## src/rtl/direct_residual_calc_pkg.sv

```systemverilog
// rtl/direct_residual_calc_pkg.sv - shared widths, latency and FSM type for the direct residual stage
package direct_residual_calc_pkg;

    localparam int CORR_CNT_BW  = 19;
    localparam int SSE_BW       = 35;
    localparam int RES_PIPE_LAT = 2;

    // Drain length covers every correspondence still in the datapath when frame_end arrives
    localparam logic [1:0] DRAIN_LOAD = 2'(RES_PIPE_LAT);

    typedef enum logic [1:0] {
        IDLE   = 2'd0,
        ACTIVE = 2'd1,
        FLUSH  = 2'd2,
        DONE   = 2'd3
    } res_state_t;

endpackage

```

## src/rtl/direct_residual_calc_if.sv

```systemverilog
// rtl/direct_residual_calc_if.sv - per-pixel correspondence bundle from the line buffer
interface direct_residual_calc_if #(
    parameter int DATA_BW  = 8,
    parameter int DEPTH_BW = 16
);
    logic                i_valid;
    logic [DATA_BW-1:0]  i_data0;
    logic [DEPTH_BW-1:0] i_depth0;
    logic [DATA_BW-1:0]  i_data1_c;
    logic [DATA_BW-1:0]  i_data1_l;
    logic [DATA_BW-1:0]  i_data1_r;
    logic [DATA_BW-1:0]  i_data1_u;
    logic [DATA_BW-1:0]  i_data1_d;
    logic [DEPTH_BW-1:0] i_depth1;

    modport master (
        output i_valid, i_data0, i_depth0,
        output i_data1_c, i_data1_l, i_data1_r, i_data1_u, i_data1_d, i_depth1
    );

    modport slave (
        input i_valid, i_data0, i_depth0,
        input i_data1_c, i_data1_l, i_data1_r, i_data1_u, i_data1_d, i_depth1
    );
endinterface

```

## src/rtl/direct_residual_calc_res_frame_acc.sv

```systemverilog
// rtl/direct_residual_calc_res_frame_acc.sv - frame FSM, drain counter and saturating count/SSE accumulators
module res_frame_acc
    import direct_residual_calc_pkg::*;
#(
    parameter int ACC_CNT_BW = 19,
    parameter int ACC_SSE_BW = 35,
    parameter int SQ_BW      = 16
) (
    input  logic                  clk,
    input  logic                  rst_n,
    input  logic                  frame_start,
    input  logic                  frame_end,
    input  logic                  acc_valid,
    input  logic [SQ_BW-1:0]      acc_sq,
    output logic                  stat_valid,
    output logic [ACC_CNT_BW-1:0] corr_cnt,
    output logic [ACC_SSE_BW-1:0] sse
);

    res_state_t            state;
    logic [1:0]            drain;
    logic [ACC_CNT_BW-1:0] cnt_acc;
    logic [ACC_SSE_BW-1:0] sse_acc;
    logic [ACC_SSE_BW:0]   sse_sum;

    // One extra bit catches the carry so the SSE can clamp instead of wrapping
    assign sse_sum = {1'b0, sse_acc} + {{(ACC_SSE_BW + 1 - SQ_BW){1'b0}}, acc_sq};

    // Frame sequencing: accumulate while ACTIVE/FLUSH, drain the pipeline, publish once in DONE
    always_ff @(posedge clk or negedge rst_n) begin
        if (!rst_n) begin
            state      <= IDLE;
            drain      <= 2'd0;
            cnt_acc    <= '0;
            sse_acc    <= '0;
            stat_valid <= 1'b0;
            corr_cnt   <= '0;
            sse        <= '0;
        end else begin
            stat_valid <= 1'b0;
            case (state)
                IDLE: begin
                    if (frame_start) begin
                        state   <= ACTIVE;
                        cnt_acc <= '0;
                        sse_acc <= '0;
                    end
                end
                ACTIVE, FLUSH: begin
                    if (frame_start) begin
                        // Abort: restart the frame without publishing anything
                        state   <= ACTIVE;
                        cnt_acc <= '0;
                        sse_acc <= '0;
                    end else begin
                        if (acc_valid) begin
                            cnt_acc <= (&cnt_acc) ? cnt_acc : cnt_acc + 1'b1;
                            sse_acc <= sse_sum[ACC_SSE_BW] ? '1 : sse_sum[ACC_SSE_BW-1:0];
                        end
                        if (state == ACTIVE) begin
                            if (frame_end) begin
                                state <= FLUSH;
                                drain <= DRAIN_LOAD;
                            end
                        end else begin
                            drain <= drain - 2'd1;
                            if (drain == 2'd1) begin
                                state <= DONE;
                            end
                        end
                    end
                end
                DONE: begin
                    stat_valid <= 1'b1;
                    corr_cnt   <= cnt_acc;
                    sse        <= sse_acc;
                    if (frame_start) begin
                        state   <= ACTIVE;
                        cnt_acc <= '0;
                        sse_acc <= '0;
                    end else begin
                        state <= IDLE;
                    end
                end
                default: state <= IDLE;
            endcase
        end
    end

endmodule

```

## src/rtl/direct_residual_calc.sv

```systemverilog
// rtl/direct_residual_calc.sv - photometric residual, frame-1 gradients and per-frame residual statistics
module direct_residual_calc #(
    parameter int DATA_BW  = 8,
    parameter int DEPTH_BW = 16,
    parameter int CNT_BW   = direct_residual_calc_pkg::CORR_CNT_BW,
    parameter int SSE_BW   = direct_residual_calc_pkg::SSE_BW
) (
    input  logic                      clk,
    input  logic                      rst_n,
    direct_residual_calc_if.slave     corr,
    input  logic                      i_frame_start,
    input  logic                      i_frame_end,
    input  logic [DEPTH_BW-1:0]       r_min_depth,
    input  logic [DEPTH_BW-1:0]       r_max_depth,
    input  logic [DATA_BW-1:0]        r_max_res,
    output logic                      o_valid,
    output logic signed [DATA_BW:0]   o_residual,
    output logic signed [DATA_BW:0]   o_grad_x,
    output logic signed [DATA_BW:0]   o_grad_y,
    output logic                      o_stat_valid,
    output logic [CNT_BW-1:0]         o_corr_cnt,
    output logic [SSE_BW-1:0]         o_sse
);

    localparam int SQ_BW = 2 * DATA_BW;

    logic signed [DATA_BW:0] s1_res;
    logic signed [DATA_BW:0] s1_gx;
    logic signed [DATA_BW:0] s1_gy;
    logic                    s1_accept;
    logic                    depth_ok;
    logic [DATA_BW:0]        s1_abs;
    logic [SQ_BW-1:0]        abs_ext;
    logic                    s2_take;
    logic [SQ_BW-1:0]        s2_sq;

    assign depth_ok = (corr.i_depth0 >= r_min_depth) && (corr.i_depth0 <= r_max_depth)
                      && (corr.i_depth1 != '0);

    // Stage 1: nine-bit differences of zero-extended intensities plus the depth gate
    always_ff @(posedge clk or negedge rst_n) begin
        if (!rst_n) begin
            s1_res    <= '0;
            s1_gx     <= '0;
            s1_gy     <= '0;
            s1_accept <= 1'b0;
        end else begin
            s1_res    <= {1'b0, corr.i_data1_c} - {1'b0, corr.i_data0};
            s1_gx     <= {1'b0, corr.i_data1_r} - {1'b0, corr.i_data1_l};
            s1_gy     <= {1'b0, corr.i_data1_d} - {1'b0, corr.i_data1_u};
            s1_accept <= corr.i_valid && depth_ok;
        end
    end

    // Magnitude never exceeds 2^DATA_BW-1, so the square fits in SQ_BW bits
    assign s1_abs  = s1_res[DATA_BW] ? (~s1_res + 1'b1) : s1_res;
    assign abs_ext = {{DATA_BW{1'b0}}, s1_abs[DATA_BW-1:0]};
    assign s2_take = s1_accept && (s1_abs <= {1'b0, r_max_res});

    // Stage 2: residual limit, hold last accepted result, square for the SSE
    always_ff @(posedge clk or negedge rst_n) begin
        if (!rst_n) begin
            o_valid    <= 1'b0;
            o_residual <= '0;
            o_grad_x   <= '0;
            o_grad_y   <= '0;
            s2_sq      <= '0;
        end else begin
            o_valid <= s2_take;
            if (s2_take) begin
                o_residual <= s1_res;
                o_grad_x   <= s1_gx;
                o_grad_y   <= s1_gy;
                s2_sq      <= abs_ext * abs_ext;
            end
        end
    end

    res_frame_acc #(
        .ACC_CNT_BW (CNT_BW),
        .ACC_SSE_BW (SSE_BW),
        .SQ_BW      (SQ_BW)
    ) u_acc (
        .clk         (clk),
        .rst_n       (rst_n),
        .frame_start (i_frame_start),
        .frame_end   (i_frame_end),
        .acc_valid   (o_valid),
        .acc_sq      (s2_sq),
        .stat_valid  (o_stat_valid),
        .corr_cnt    (o_corr_cnt),
        .sse         (o_sse)
    );

endmodule

```

## src/flat_wrapper.sv

```systemverilog
// flat-port wrapper written by rule: the top's interface ports become plain ports
module direct_residual_calc_flat 
#(
    parameter int DATA_BW  = 8,
    parameter int DEPTH_BW = 16,
    parameter int CNT_BW   = direct_residual_calc_pkg::CORR_CNT_BW,
    parameter int SSE_BW   = direct_residual_calc_pkg::SSE_BW
)
  (clk, rst_n, i_frame_start, i_frame_end, r_min_depth, r_max_depth, r_max_res, o_valid, o_residual, o_grad_x, o_grad_y, o_stat_valid, o_corr_cnt, o_sse, corr_i_valid, corr_i_data0, corr_i_depth0, corr_i_data1_c, corr_i_data1_l, corr_i_data1_r, corr_i_data1_u, corr_i_data1_d, corr_i_depth1);
  direct_residual_calc_if #(.DATA_BW(DATA_BW), .DEPTH_BW(DEPTH_BW)) corr_i ();
  input  logic clk;
  input  logic rst_n;
  input  logic i_frame_start;
  input  logic i_frame_end;
  input  logic [DEPTH_BW-1:0] r_min_depth;
  input  logic [DEPTH_BW-1:0] r_max_depth;
  input  logic [DATA_BW-1:0] r_max_res;
  output logic o_valid;
  output logic signed [DATA_BW:0] o_residual;
  output logic signed [DATA_BW:0] o_grad_x;
  output logic signed [DATA_BW:0] o_grad_y;
  output logic o_stat_valid;
  output logic [CNT_BW-1:0] o_corr_cnt;
  output logic [SSE_BW-1:0] o_sse;
  input wire logic [$bits(corr_i.i_valid)-1:0] corr_i_valid;
  input wire logic [$bits(corr_i.i_data0)-1:0] corr_i_data0;
  input wire logic [$bits(corr_i.i_depth0)-1:0] corr_i_depth0;
  input wire logic [$bits(corr_i.i_data1_c)-1:0] corr_i_data1_c;
  input wire logic [$bits(corr_i.i_data1_l)-1:0] corr_i_data1_l;
  input wire logic [$bits(corr_i.i_data1_r)-1:0] corr_i_data1_r;
  input wire logic [$bits(corr_i.i_data1_u)-1:0] corr_i_data1_u;
  input wire logic [$bits(corr_i.i_data1_d)-1:0] corr_i_data1_d;
  input wire logic [$bits(corr_i.i_depth1)-1:0] corr_i_depth1;
  assign corr_i.i_valid = corr_i_valid;
  assign corr_i.i_data0 = corr_i_data0;
  assign corr_i.i_depth0 = corr_i_depth0;
  assign corr_i.i_data1_c = corr_i_data1_c;
  assign corr_i.i_data1_l = corr_i_data1_l;
  assign corr_i.i_data1_r = corr_i_data1_r;
  assign corr_i.i_data1_u = corr_i_data1_u;
  assign corr_i.i_data1_d = corr_i_data1_d;
  assign corr_i.i_depth1 = corr_i_depth1;
  direct_residual_calc #(.DATA_BW(DATA_BW), .DEPTH_BW(DEPTH_BW), .CNT_BW(CNT_BW), .SSE_BW(SSE_BW)) u_core (.clk(clk), .rst_n(rst_n), .corr(corr_i), .i_frame_start(i_frame_start), .i_frame_end(i_frame_end), .r_min_depth(r_min_depth), .r_max_depth(r_max_depth), .r_max_res(r_max_res), .o_valid(o_valid), .o_residual(o_residual), .o_grad_x(o_grad_x), .o_grad_y(o_grad_y), .o_stat_valid(o_stat_valid), .o_corr_cnt(o_corr_cnt), .o_sse(o_sse));
endmodule
```

## config.mk

```make
export PLATFORM = sky130hd
export DESIGN_NAME = direct_residual_calc_flat
export DESIGN_NICKNAME = d
export VERILOG_FILES = /design/src/rtl/direct_residual_calc_pkg.sv /design/src/rtl/direct_residual_calc_if.sv /design/src/rtl/direct_residual_calc_res_frame_acc.sv /design/src/rtl/direct_residual_calc.sv /design/src/flat_wrapper.sv
export SDC_FILE = /design/constraint.sdc
export NUM_CORES = 1
export LEC_CHECK = 0
export CORE_UTILIZATION = 49
export CTS_BUF_LIST = sky130_fd_sc_hd__clkbuf_8
export CTS_CLUSTER_SIZE = 14
export DETAILED_ROUTE_END_ITERATION = 8
export PLACE_DENSITY = 0.75
export SETUP_SLACK_MARGIN = 0.4
export SLEW_MARGIN = 20
export SYNTH_ARGS = -nofsm -noshare
export SYNTH_HDL_FRONTEND = slang
export SYNTH_SLANG_ARGS = --single-unit
export TNS_END_PERCENT = 50
```

## constraint.sdc

```tcl
create_clock -name clk -period 16.2 [get_ports clk]
set_clock_uncertainty 0.1 [all_clocks]
set_input_delay 3.24 -clock clk [delete_from_list [all_inputs] [get_ports clk]]
set_output_delay 3.24 -clock clk [all_outputs]
set_load 0.05 [all_outputs]
```

**Word level (Yosys, flattened, before mapping)**

Index checks and enable logic that the tools add are counted.

- Input port bits: 125
- Word-level logic and storage cells: 73
- Output and inout bits: 83
- Flip-flop bits (word level): 185

- Multiply operators: 1
- Order comparisons: 3
- $add $sub $neg: 7
- Bitwise gates (word level): 2
- Muxes and demuxes: 20
- Reduce and logical (&&, ||, !) cells: 13
- Equality and inequality tests: 11

Operator list:

| cell | count |
|---|---|
| two-way mux 35 bit | 4 |
| two-way mux 19 bit | 4 |
| one-hot mux 35 bit (2 select lines) | 1 |
| one-hot mux 19 bit (2 select lines) | 1 |
| adder 35 x 16 -> 36 bit | 1 |
| subtractor 8 x 8 -> 9 bit | 3 |
| adder 19 x 1 -> 19 bit, second input constant | 1 |
| AND reduction 19 bit | 1 |
| >= comparator 16 bit | 1 |
| less-or-equal comparator 16 bit | 1 |
| multiplier 8 x 8 -> 16 bit | 1 |
| nonzero test 16 bit | 1 |
| two-way mux 2 bit | 6 |
| adder 9 x 1 -> 9 bit, second input constant | 1 |
| less-or-equal comparator 9 x 8 -> 1 bit | 1 |
| two-way mux 9 bit | 1 |
| NOT 9 bit | 1 |
| AND reduction 3 bit | 3 |
| inequality test 4 bit, second input constant | 2 |
| one-hot mux 2 bit (3 select lines) | 1 |
| == test 2 x 1 -> 1 bit, second input constant | 2 |
| == test 2 bit, second input constant | 2 |
| logical AND 1 bit | 4 |
| inequality test 2 bit, second input constant | 2 |
| other kinds (9) | 11 |

**Depth between registers and ports, before layout**

Gate-level depths: netlist of the first run.

- Word-level depth: 5
- Gate-level depth with buffers: 23

**Hierarchy**

From an unflattened synthesis of the first run, not the netlist that was laid out.

- Cells, all modules: 1,201
- Area total of the unflattened synthesis: 11,892.7 um2

By module, submodules not included:

| module | times used | area an instance (um2) | cells an instance |
|---|---|---|---|
| direct_residual_calc | 1 | 6,017.0 | 635 |
| res_frame_acc | 1 | 5,875.6 | 566 |

**Least setup slack after synthesis of the first run**

Ideal clock, no wire load.

- Path type: register -> register
- Start point: reg u_core.s1_res[2]
- End point: reg u_core.s2_sq[13]
- Path buffers: 0
- Path slack: 10,676 ps
- Setup time: 125 ps
- Required time: 15,975 ps
- Data arrival time: 5,299 ps
- Stages on the path, launching flop included: 20
- Clock period less this slack: 5,524 ps
- Cell sequence: dfrtp_1 or3_1 o31ai_1 xor2_1 inv_1 nand2_1 inv_1 fa_1 fa_1 inv_1 fa_1 fa_1 inv_1 ha_1 or3_1 o21a_1 a31o_2 a21oi_1 xnor2_1 mux2_2

- Longest elaborated chain between the ends: 5
- Elaborated cells between the ends (all ways): 6

RTL lines:

| element | line | text |
|---|---|---|
| start: declaration | direct_residual_calc.sv:27 | `logic signed [DATA_BW:0] s1_res;` |
| start signal: assignment | direct_residual_calc.sv:48 | `s1_res <= {1'b0, corr.i_data1_c} - {1'b0, corr.i_data0};` |
| NOT 9 bit | direct_residual_calc.sv:56 | `assign s1_abs = s1_res[DATA_BW] ? (~s1_res + 1'b1) : s1_res;` |
| adder 9 x 1 -> 9 bit | direct_residual_calc.sv:56 |  |
| two-way mux 9 bit (*) | direct_residual_calc.sv:56 |  |
| parallel branches: the longest is 2 deep, another holds multiplier 8 x 8 -> 16 bit | - |  |
| end signal: assignment | direct_residual_calc.sv:74 | `s2_sq <= abs_ext * abs_ext;` |
| end: declaration | direct_residual_calc.sv:35 | `logic [SQ_BW-1:0] s2_sq;` |

Every way passes the cells marked *.
A chain may end at the register's enable or synchronous reset.

**Worst setup path after layout of the first run**

Ends and elaborated chain as after synthesis.

==> results of run 1 <==
-- worst max path at each step --
stage	start	to	slack [ns]	depth (start not counted)
floorplan	u_core.s1_res[2]	u_core.s2_sq[13]	10.68	19
global placement	u_core.s1_res[2]	u_core.s2_sq[13]	10.39	19
detailed placement	u_core.s1_res[2]	u_core.s2_sq[13]	10.26	19
CTS	u_core.s1_res[2]	u_core.s2_sq[13]	10.26	19
global route	u_core.s1_res[0]	u_core.s2_sq[13]	9.84	22
finish	u_core.s1_res[2]	u_core.s2_sq[13]	10.24	20
-- report_power, final --
part / switching [mW] / leakage, nW / total, mW / internal [mW]
clock: 0.179 / 0.211 / 0.324 / 0.144
combinational: 0.892 / 4.47 / 1.58 / 0.687
sequential: 0.0511 / 2.39 / 0.588 / 0.537
total: 1.12 / 7.07 / 2.49 / 1.37
-- flip-flops by register name (all words and copies together), names as in the netlist, 2 cells and up --
signal and cells:
u_core.s1_gy 9, u_core.u_acc.drain 2, u_core.o_grad_y 9, u_core.s1_res 9, u_core.s1_gx 9, u_core.u_acc.sse 35, u_core.s2_sq 15, u_core.u_acc.cnt_acc 19
u_core.o_residual 8, u_core.u_acc.sse_acc 35, u_core.u_acc.corr_cnt 19, u_core.o_grad_x 9, u_core.u_acc.state 2
-- kinds of logic after synthesis --
family / synth area share, %
DFF: 39.5
xor gates and xnor gates: 5.36
adders and majority gates: 17.5
other: 0.0323
buffers and inverters: 5.64
and+or+nand+nor: 11.5
muxes: 9.20
AOI/OAI and AO/OA: 11.3
-- per-layer routing --
metal  part of all wire [%]  track usage (%)  wire [um]
met4                    1.4             5.14        323
met3                    6.5             6.61       1540
met2                     48             35.1      11300
met5                      0                0          0
met1                     45             26.7      10600
-- cells in the mapped netlist (all sizes together), types with 2 or more instances --
master	count	area [um2]
a221oi	2	17.5
mux2i	2	20.0
o21ai	60	300
xor2	41	359
a311oi	3	32.5
nand4	15	100
or3	5	31.3
nor2	80	303
and3	4	25.0
xnor2	30	263
nor2b	15	93.8
nand2	84	315
a2111oi	3	45.1
nor3	12	76.3
a31oi	10	68.8
buf	8	45.0
and4	5	43.8
nor4	7	58.8
inv	143	537
fa	28	561
nand2b	10	62.6
a31o	3	26.3
nand3	28	145
nand3b	2	15.0
a21o	29	218
clkbuf	18	68.8
mux2	93	1050
a22o	2	17.5
o21a	5	37.5
a22oi	2	28.8
o211ai	3	22.5
a21boi	6	45.0
o31ai	6	50.1
ha	117	1460
and2	8	50.1
o21bai	4	30.0
a211oi	7	65.1
a41o	2	20.0
a21oi	47	239
dfrtp	183	4580
-- metrics by stage --
stage	worst slack [ns]	cell area (um2)	utilization [%]
after floorplan	10.68	11600	-
after global placement	10.39	14000	61.1
after detailed placement	10.26	14000	61.1
after global routing	9.84	14400	63.0
after CTS	10.26	14400	62.9
final	10.24	14400	63.0
-- area by class of cell --
cell class	count	area [um2]	area share (%)
Multi-Input combinational cell	790	6380	44.2
Sequential cell	183	4580	31.7
Timing Repair Buffer	213	2140	14.8
Inverter	144	541	3.74
Tap cell	313	392	2.71
Clock buffer	17	234	1.62
Clock inverter	15	181	1.26
-- cells in the final DEF, fill, tap and decap left out, types with 27 or more instances in the layout --
master / instances
a21o_1: 29
a21oi_1: 46
clkdlybuf4s50_1: 206
dfrtp_1: 183
fa_1: 28
ha_1: 116
inv_1: 143
mux2_2: 93
nand2_1: 84
nand3_1: 27
nor2_1: 79
o21ai_0: 59
xnor2_1: 30
xor2_1: 41
-- critical path: stages, from the launching register on --
cell	delay, ns
dfrtp_1	0.43
or3_1	0.43
o31ai_1	0.25
xor2_1	0.49
inv_1	0.27
nand2_1	0.17
inv_1	0.06
fa_1	0.46
fa_1	0.54
inv_1	0.05
fa_1	0.50
fa_1	0.54
inv_1	0.04
ha_1	0.33
nor3_1	0.21
nor2_1	0.10
o21a_1	0.14
a31o_2	0.25
a21oi_1	0.17
xnor2_1	0.08
mux2_2	0.25
==> impl_metrics.env, run 1 <==
export IMPL_grt_pass1_wl_um=41500
export IMPL_required_ns=16.47
export IMPL_critPathLaunchType="flop"
export IMPL_place_inst=1642
export IMPL_r2r_start="u_core.s1_res[2]"
export IMPL_min_period_ns=5.96
export IMPL_worstHoldEndpoint="u_core.o_grad_x[0]"
export IMPL_drv_cap=0
export IMPL_path_class="flop to flop"
export IMPL_cts_setup_buffers=0
export IMPL_detail_route_iter0_violations=340
export IMPL_async_flop_share_pct=100
export IMPL_nFillCells=1916
export IMPL_num_vias=8678
export IMPL_ys_seq_elements=183
export IMPL_synth_edf_count=0
export IMPL_layout_drive_gt1_share_pct=11.0
export IMPL_syn_area_um2=11600
export IMPL_grt_max_degree=111
export IMPL_die_area_um2=24300
export IMPL_gp_congestion=0.843
export IMPL_power_total_mw=2.49
export IMPL_wirelength_um=23800
export IMPL_grt_usage_pct=21.1
export IMPL_cts_root_buf="clkbuf_8"
export IMPL_hp_start="u_core.s1_gx[0]"
export IMPL_die_h_um=156
export IMPL_cts_buffers=17
export IMPL_final_cells=1675
export IMPL_syn_to_final_growth_pct=24.5
export IMPL_ys_flop_type="dfrtp_1"
export IMPL_synthCells=1142
export IMPL_gr_total_overflow=0
export IMPL_clock_sinks=183
export IMPL_worstHoldPathType="flop to flop"
export IMPL_cts_repair_resized=0
export IMPL_maxSlewViolCount=0
export IMPL_grt_antenna_before_repair=0
export IMPL_whs_path_depth=1
export IMPL_setup_violations=0
export IMPL_max_freq_mhz=168
export IMPL_maxSlewHeadroom_pct=30.1
export IMPL_p_per_area_nw_per_um2=172
export IMPL_synth_cell_type_count=67
export IMPL_finalHoldViolCount=0
export IMPL_ant_nets=0
export IMPL_ios=208
export IMPL_ys_seq_area_share_pct=39.5
export IMPL_max_slew_worst_pin_slew_ns=1.05
export IMPL_grt_setup_unrepaired="no"
export IMPL_ff2ff_path_depth=20
export IMPL_reg2reg_slack_ns=10.24
export IMPL_cp_max_fo=7
export IMPL_arrival_ns=6.23
export IMPL_core_area_um2=22900
export IMPL_ctsHtreeMaxLevel=4
export IMPL_hold_buffers=0
export IMPL_clk_latency_ns=0.47
export IMPL_worst_r2r_endpoint="u_core.s2_sq[13]"
export IMPL_antennaDiodeCount=0
export IMPL_synth_warnings=0
export IMPL_hold_ws_ns=0.385
export IMPL_clk_path_buf_depth=2
export IMPL_wl_per_cell_um=14.2
export IMPL_num_rows=55
export IMPL_grt_pass1_vias=8772
export IMPL_setup_tns_ns=0
export IMPL_leakage_nw=7.07
export IMPL_portBuffers=207
export IMPL_end_kind="flop"
export IMPL_final_net_count=1619
export IMPL_start_util_pct=50.6
export IMPL_firstDrtPassIters=6
export IMPL_cts_tree="done"
export IMPL_clk_pin_slew_ns=0.10
export IMPL_vias_per_cell=5.18
export IMPL_drc=0
export IMPL_die_width_um=156
export IMPL_ir_drop_v=0.000171
export IMPL_status="completed"
export IMPL_fin_crit_sh_pct=36.8
export IMPL_synth_avg_cell_area_um2=10.2
export IMPL_dpl_hpwl_um=18700
No activity file was read; power rests on OpenSTA's default activity.
==> inputs of run 2 (changes only) <==
Clock period 16.2 ns to 5.5 ns, I/O delays scaled along.
==> run 2 against run 1 <==
  * Sequential share of layout area fell by 1.2 points
  * First-iteration DRC count decreased by 1.2%
  * Highest routed layer unchanged
  * Die area unchanged
  * Via count is 2.1% higher
  * Total power rose to 3.1 times the previous value
  * Worst setup slack worse by 9.9 ns
  * Critical path type unchanged
==> impl_metrics.env, run 2 (synthesis gave the netlist of run 1 again) <==
export IMPL_finalHoldViolCount=0
export IMPL_layout_drive_gt1_share_pct=16.5
export IMPL_multi_input_area_um2=6580
export IMPL_status="completed"
export IMPL_grt_antenna_before_repair=0
export IMPL_drc=0
export IMPL_gp_congestion=0.884
export IMPL_max_freq_mhz=193
export IMPL_reg2reg_slack_ns=0.31
export IMPL_detail_route_iter0_violations=336
export IMPL_wl_per_cell_um=15.0
export IMPL_power_total_mw=7.71
export IMPL_met3_length_um=1410
export IMPL_wl_met1_um=11200
export IMPL_end_kind="flop"
export IMPL_core_area_um2=22900
export IMPL_ant_nets=0
export IMPL_num_rows=55
export IMPL_num_vias=8856
export IMPL_routed_top_layer="met4"
export IMPL_dr_wl_met2_um=12600
export IMPL_leakage_nw=7.31
export IMPL_ctsHtreeMaxLevel=4
export IMPL_cts_buffers=17
export IMPL_max_slew_worst_pin_slew_ns=0.941
export IMPL_final_net_count=1662
export IMPL_die_width_um=156
export IMPL_layout_commonest_cell="clkdlybuf4s50_1"
export IMPL_portBuffers=207
export IMPL_seq_area_um2=4580
export IMPL_critPathLaunchType="flop"
export IMPL_setup_violations=0
export IMPL_maxSlewViolCount=0
export IMPL_die_h_um=156
export IMPL_worstHoldPathType="flop to flop"
export IMPL_r2r_start="u_core.s1_res[4]"
export IMPL_grt_setup_unrepaired="yes"
export IMPL_min_period_ns=5.19
export IMPL_final_cell_mix="clkdlybuf4s50_1, dfrtp_1, inv_1"
export IMPL_clk_latency_ns=0.48
export IMPL_gr_total_overflow=0
export IMPL_final_util_pct=65.5
export IMPL_fin_crit_sh_pct=94.4
export IMPL_start_util_pct=50.6
export IMPL_clk_pin_slew_ns=0.11
export IMPL_grt_pass1_vias=9035
export IMPL_ios=208
export IMPL_clock_sinks=183
export IMPL_arrival_ns=5.45
export IMPL_die_area_um2=24300
export IMPL_required_ns=5.76
export IMPL_setup_tns_ns=0
export IMPL_cp_max_fo=4
export IMPL_firstDrtPassIters=4
export IMPL_drv_cap=0
export IMPL_dpl_hpwl_um=19300
export IMPL_reg_top3="u_core.u_acc.sse x35, u_core.u_acc.sse_acc x35"
export IMPL_syn_to_final_growth_pct=29.4
export IMPL_grt_max_degree=106
export IMPL_ir_drop_v=0.000563
export IMPL_wirelength_um=25800
export IMPL_antennaDiodeCount=0
export IMPL_grt_usage_pct=21.8
export IMPL_crit_start="u_core.s1_res[4]"
export IMPL_vias_per_cell=5.15
export IMPL_p_per_area_nw_per_um2=514
export IMPL_maxSlewHeadroom_pct=37.3
export IMPL_hp_start="u_core.s1_gy[7]"
export IMPL_hold_ws_ns=0.385
export IMPL_nFillCells=1860
export IMPL_clk_path_buf_depth=2
export IMPL_cts_tree="done"
export IMPL_grt_pass1_wl_um=42600
export IMPL_path_class="flop to flop"
export IMPL_cts_root_buf="clkbuf_8"
run 2: what timing repair did:
item | CTS | global route
hold endpoints to repair | 0 | 0
gates resized for setup | 6 | 33
endpoints found under the setup margin | 7 | 41
buffers inserted | 22 | 8
cloned | 0 | 4
hold buffers | 0 | 0
pin swaps | 8 | 11
run 2: worst paths after layout:
check | end | cells after the start
max | u_core.s2_sq[13] | 19
min | u_core.o_grad_y[7] | 1
min in group asynchronous | u_core.u_acc.sse[20] | 1
max reg2reg | u_core.s2_sq[13] | 19
max in group asynchronous | u_core.s2_sq[4] | 2
min reg2reg | u_core.o_grad_y[7] | 1
run 2: area by class of cell:
cell class / instances / area share [%]
Tap cell: 313 / 2.61
Multi-Input combinational cell: 790 / 43.8
Inverter: 144 / 3.61
Clock inverter: 15 / 1.11
Timing Repair Buffer: 256 / 16.8
Clock buffer: 17 / 1.56
Sequential cell: 183 / 30.5
run 2: critical path, cell delays in order, from the launching register on:
cell,delay (ns)
dfrtp_1,0.39
or3_4,0.43
o31ai_4,0.27
xor2_2,0.14
inv_1,0.10
nand2_2,0.06
fa_1,0.55
inv_2,0.05
fa_1,0.50
fa_1,0.51
inv_2,0.05
fa_1,0.52
inv_1,0.04
ha_2,0.18
or3_4,0.33
o21a_1,0.21
a31o_2,0.21
a21oi_2,0.12
xnor2_1,0.07
mux2_2,0.25
run 2: per-stage QoR:
step | cells | setup WS [ns] | cell area, um2
floorplan | 1143 | 0.335 | 11700
CTS | 1705 | 0.262 | 14700
finish | 1718 | 0.308 | 15000
global placement | 1651 | 0.288 | 14200
detailed placement | 1651 | 0.157 | 14200
global route | 1718 | 0.135 | 15000
run 2: power breakdown:
group          total (mW)  internal [mW]  switching [mW]  leakage, nW
Sequential           1.74           1.58           0.156         2.39
Clock               0.881          0.340           0.541        0.191
Combinational        5.09           2.34            2.76         4.73
run 2: routing by layer:
layer / GRT usage, % / up-vias
met3: 6.03 / 42
met4: 6.54 / 0
li1: - / 4378
met1: 27.3 / 4229
met5: 0 / -
met2: 36.6 / 207
==> inputs of run 3 (changes only) <==
Settings changed: CTS_BUF_LIST sky130_fd_sc_hd__clkbuf_8 to sky130_fd_sc_hd__clkbuf_16.
==> run 3 against run 2 <==
  * Register-to-register slack worse by 0.03 ns
  * Sequential power hardly changed
  * Critical path type unchanged
  * Total power is 3.6% higher
  * Die area stayed put
  * Non-clock buffer count fell by 3
  * Fmax is 0.56% lower
  * Critical endpoint unchanged
  * Global-route usage grew 0.11 points
  * Flip-flop and latch count is the same
  * Clock-buffer cell count unchanged
  * First-iteration DRC count up 11%
  * Highest routed layer unchanged
==> impl_metrics.env, run 3 (synthesis gave the netlist of run 1 again) <==
export IMPL_max_freq_mhz=192
export IMPL_worstPathCellList="or3_4 > o31ai_4 > xor2_2 > inv_2 > nand2_2 > inv_2 > fa_2 > fa_1 > inv_1 > fa_1 > fa_1 > inv_1 > ha_2 > or3_4 > o21a_1 > a31o_2 > a21oi_2 > xnor2_1 > mux2_2"
export IMPL_ant_nets=0
export IMPL_layout_commonest_cell="clkdlybuf4s50_1"
export IMPL_maxSlewViolCount=0
export IMPL_min_period_ns=5.22
export IMPL_status="completed"
export IMPL_cts_tree="done"
export IMPL_setup_tns_ns=0
export IMPL_firstDrtPassIters=4
export IMPL_grt_setup_unrepaired="yes"
export IMPL_clk_path_buf_depth=2
export IMPL_finalHoldViolCount=0
export IMPL_critPathLaunchType="flop"
export IMPL_cpMaxStageDelayCell="fa_2"
export IMPL_gr_max_usage_layer="met2"
export IMPL_grt_pass1_wl_um=42800
export IMPL_end_kind="flop"
export IMPL_cpPeakStageDelay_ns=0.53
export IMPL_grt_pass1_vias=9096
export IMPL_ios=208
export IMPL_start_util_pct=50.6
export IMPL_met3_usage_pct=5.58
export IMPL_max_slew_worst_pin_slew_ns=1.10
export IMPL_arrival_ns=5.43
export IMPL_ir_drop_v=0.000537
export IMPL_leakage_nw=7.36
export IMPL_num_vias=8869
export IMPL_clk_latency_ns=0.43
export IMPL_worstHoldPathType="flop to flop"
export IMPL_ctsHtreeMaxLevel=4
export IMPL_clock_sinks=183
export IMPL_portBuffers=207
export IMPL_p_per_area_nw_per_um2=528
export IMPL_gp_congestion=0.884
export IMPL_clk_pin_slew_ns=0.07
export IMPL_cts_buffers=17
export IMPL_r2r_start="u_core.s1_res[0]"
export IMPL_required_ns=5.71
export IMPL_dpl_hpwl_um=19300
export IMPL_core_area_um2=22900
export IMPL_path_common_cell="fa_1"
export IMPL_die_h_um=156
export IMPL_final_cell_mix="clkdlybuf4s50_1, dfrtp_1, inv_1"
export IMPL_cp_max_fo=3
export IMPL_vias_per_cell=5.17
export IMPL_hold_buffers=0
export IMPL_drc=0
export IMPL_grt_antenna_before_repair=0
export IMPL_power_total_mw=7.99
export IMPL_maxSlewHeadroom_pct=26.6
export IMPL_setup_violations=0
export IMPL_drv_cap=0
export IMPL_detail_route_iter0_violations=374
export IMPL_die_area_um2=24300
export IMPL_layout_drive_gt1_share_pct=16.3
export IMPL_final_net_count=1659
export IMPL_path_class="flop to flop"
export IMPL_grt_max_degree=106
export IMPL_die_width_um=156
export IMPL_antennaDiodeCount=0
export IMPL_num_rows=55
export IMPL_final_util_pct=66.0
export IMPL_use_met1_pct=27.3
export IMPL_crit_start="u_core.s1_res[0]"
export IMPL_syn_to_final_growth_pct=30.4
export IMPL_cts_root_buf="clkbuf_16"
export IMPL_gr_total_overflow=0
export IMPL_fin_crit_sh_pct=94.9
export IMPL_grt_usage_pct=21.9
export IMPL_wl_per_cell_um=15.0
export IMPL_wirelength_um=25700
export IMPL_hp_start="u_core.s1_gx[4]"
export IMPL_reg_top3="u_core.u_acc.sse x35, u_core.u_acc.sse_acc x35"
export IMPL_grt_util_met2_pct=37.2
## run 3: cell types whose count changed in the layout (fill, tap and decap cells not counted), sizes merged
cell,delta
buf,-2
clkbuf,-1
## run 3: metrics by stage
stage | hold WS (ns) | std cells | instance area, um2 | setup slack, ns
4_1_cts | 0.379 | 1705 | 14900 | 0.267
2_1_floorplan | 0.353 | 1143 | 11700 | 0.335
6_report | 0.376 | 1715 | 15100 | 0.279
3_5_place_dp | 0.363 | 1651 | 14200 | 0.157
5_1_grt | 0.396 | 1715 | 15100 | 0.117
3_3_place_gp | 0.357 | 1651 | 14200 | 0.288
## run 3: layer usage
layer,wire [um],vias up,part of all wire [%]
met5,0,-,0
met4,550,0,2.1
met3,1500,38,5.8
met2,12600,219,49
met1,11100,4232,43
li1,-,4380,-
## run 3: final cells by class
class	count	area, um2
Tap cell	313	392
Sequential cell	183	4580
Clock buffer	17	425
Fill cell	1845	7780
Clock inverter	15	166
Timing Repair Buffer	253	2470
Inverter	144	542
Multi-Input combinational cell	790	6550
## run 3: final timing paths
check	endpoint	slack, ns	cells after the start
max	u_core.s2_sq[13]	0.28	19
min reg2reg	u_core.o_grad_x[4]	0.38	1
max reg2reg	u_core.s2_sq[13]	0.28	19
min	u_core.o_grad_x[4]	0.38	1
max in group asynchronous	u_core.u_acc.sse_acc[6]	3.58	2
min in group asynchronous	u_core.u_acc.sse[20]	0.65	1
## run 3: where the power goes
| group | leakage (nW) | switching (mW) | internal, mW | total, mW |
|---|---|---|---|---|
| registers | 2.39 | 0.156 | 1.58 | 1.74 |
| logic | 4.69 | 2.74 | 2.32 | 5.06 |
| clock network | 0.278 | 0.579 | 0.607 | 1.19 |
## run 3: repair_timing
action / in CTS / in global routing
buffers inserted: 22 / 7
setup endpoints to repair: 6 / 41
gates cloned: 0 / 3
pin swaps: 8 / 6
resized for setup: 6 / 27
## run 3: worst max-delay path: cells and delay by family (launching register included)
kind                       cells  cell delay, ns
adders and majority gates      5            2.05
and+or+nand+nor                3            0.90
AOI/OAI and AO/OA              4            0.81
DFF                            1            0.41
xor gates and xnor gates       2            0.31
buffers and inverters          4            0.25
muxes                          1            0.25
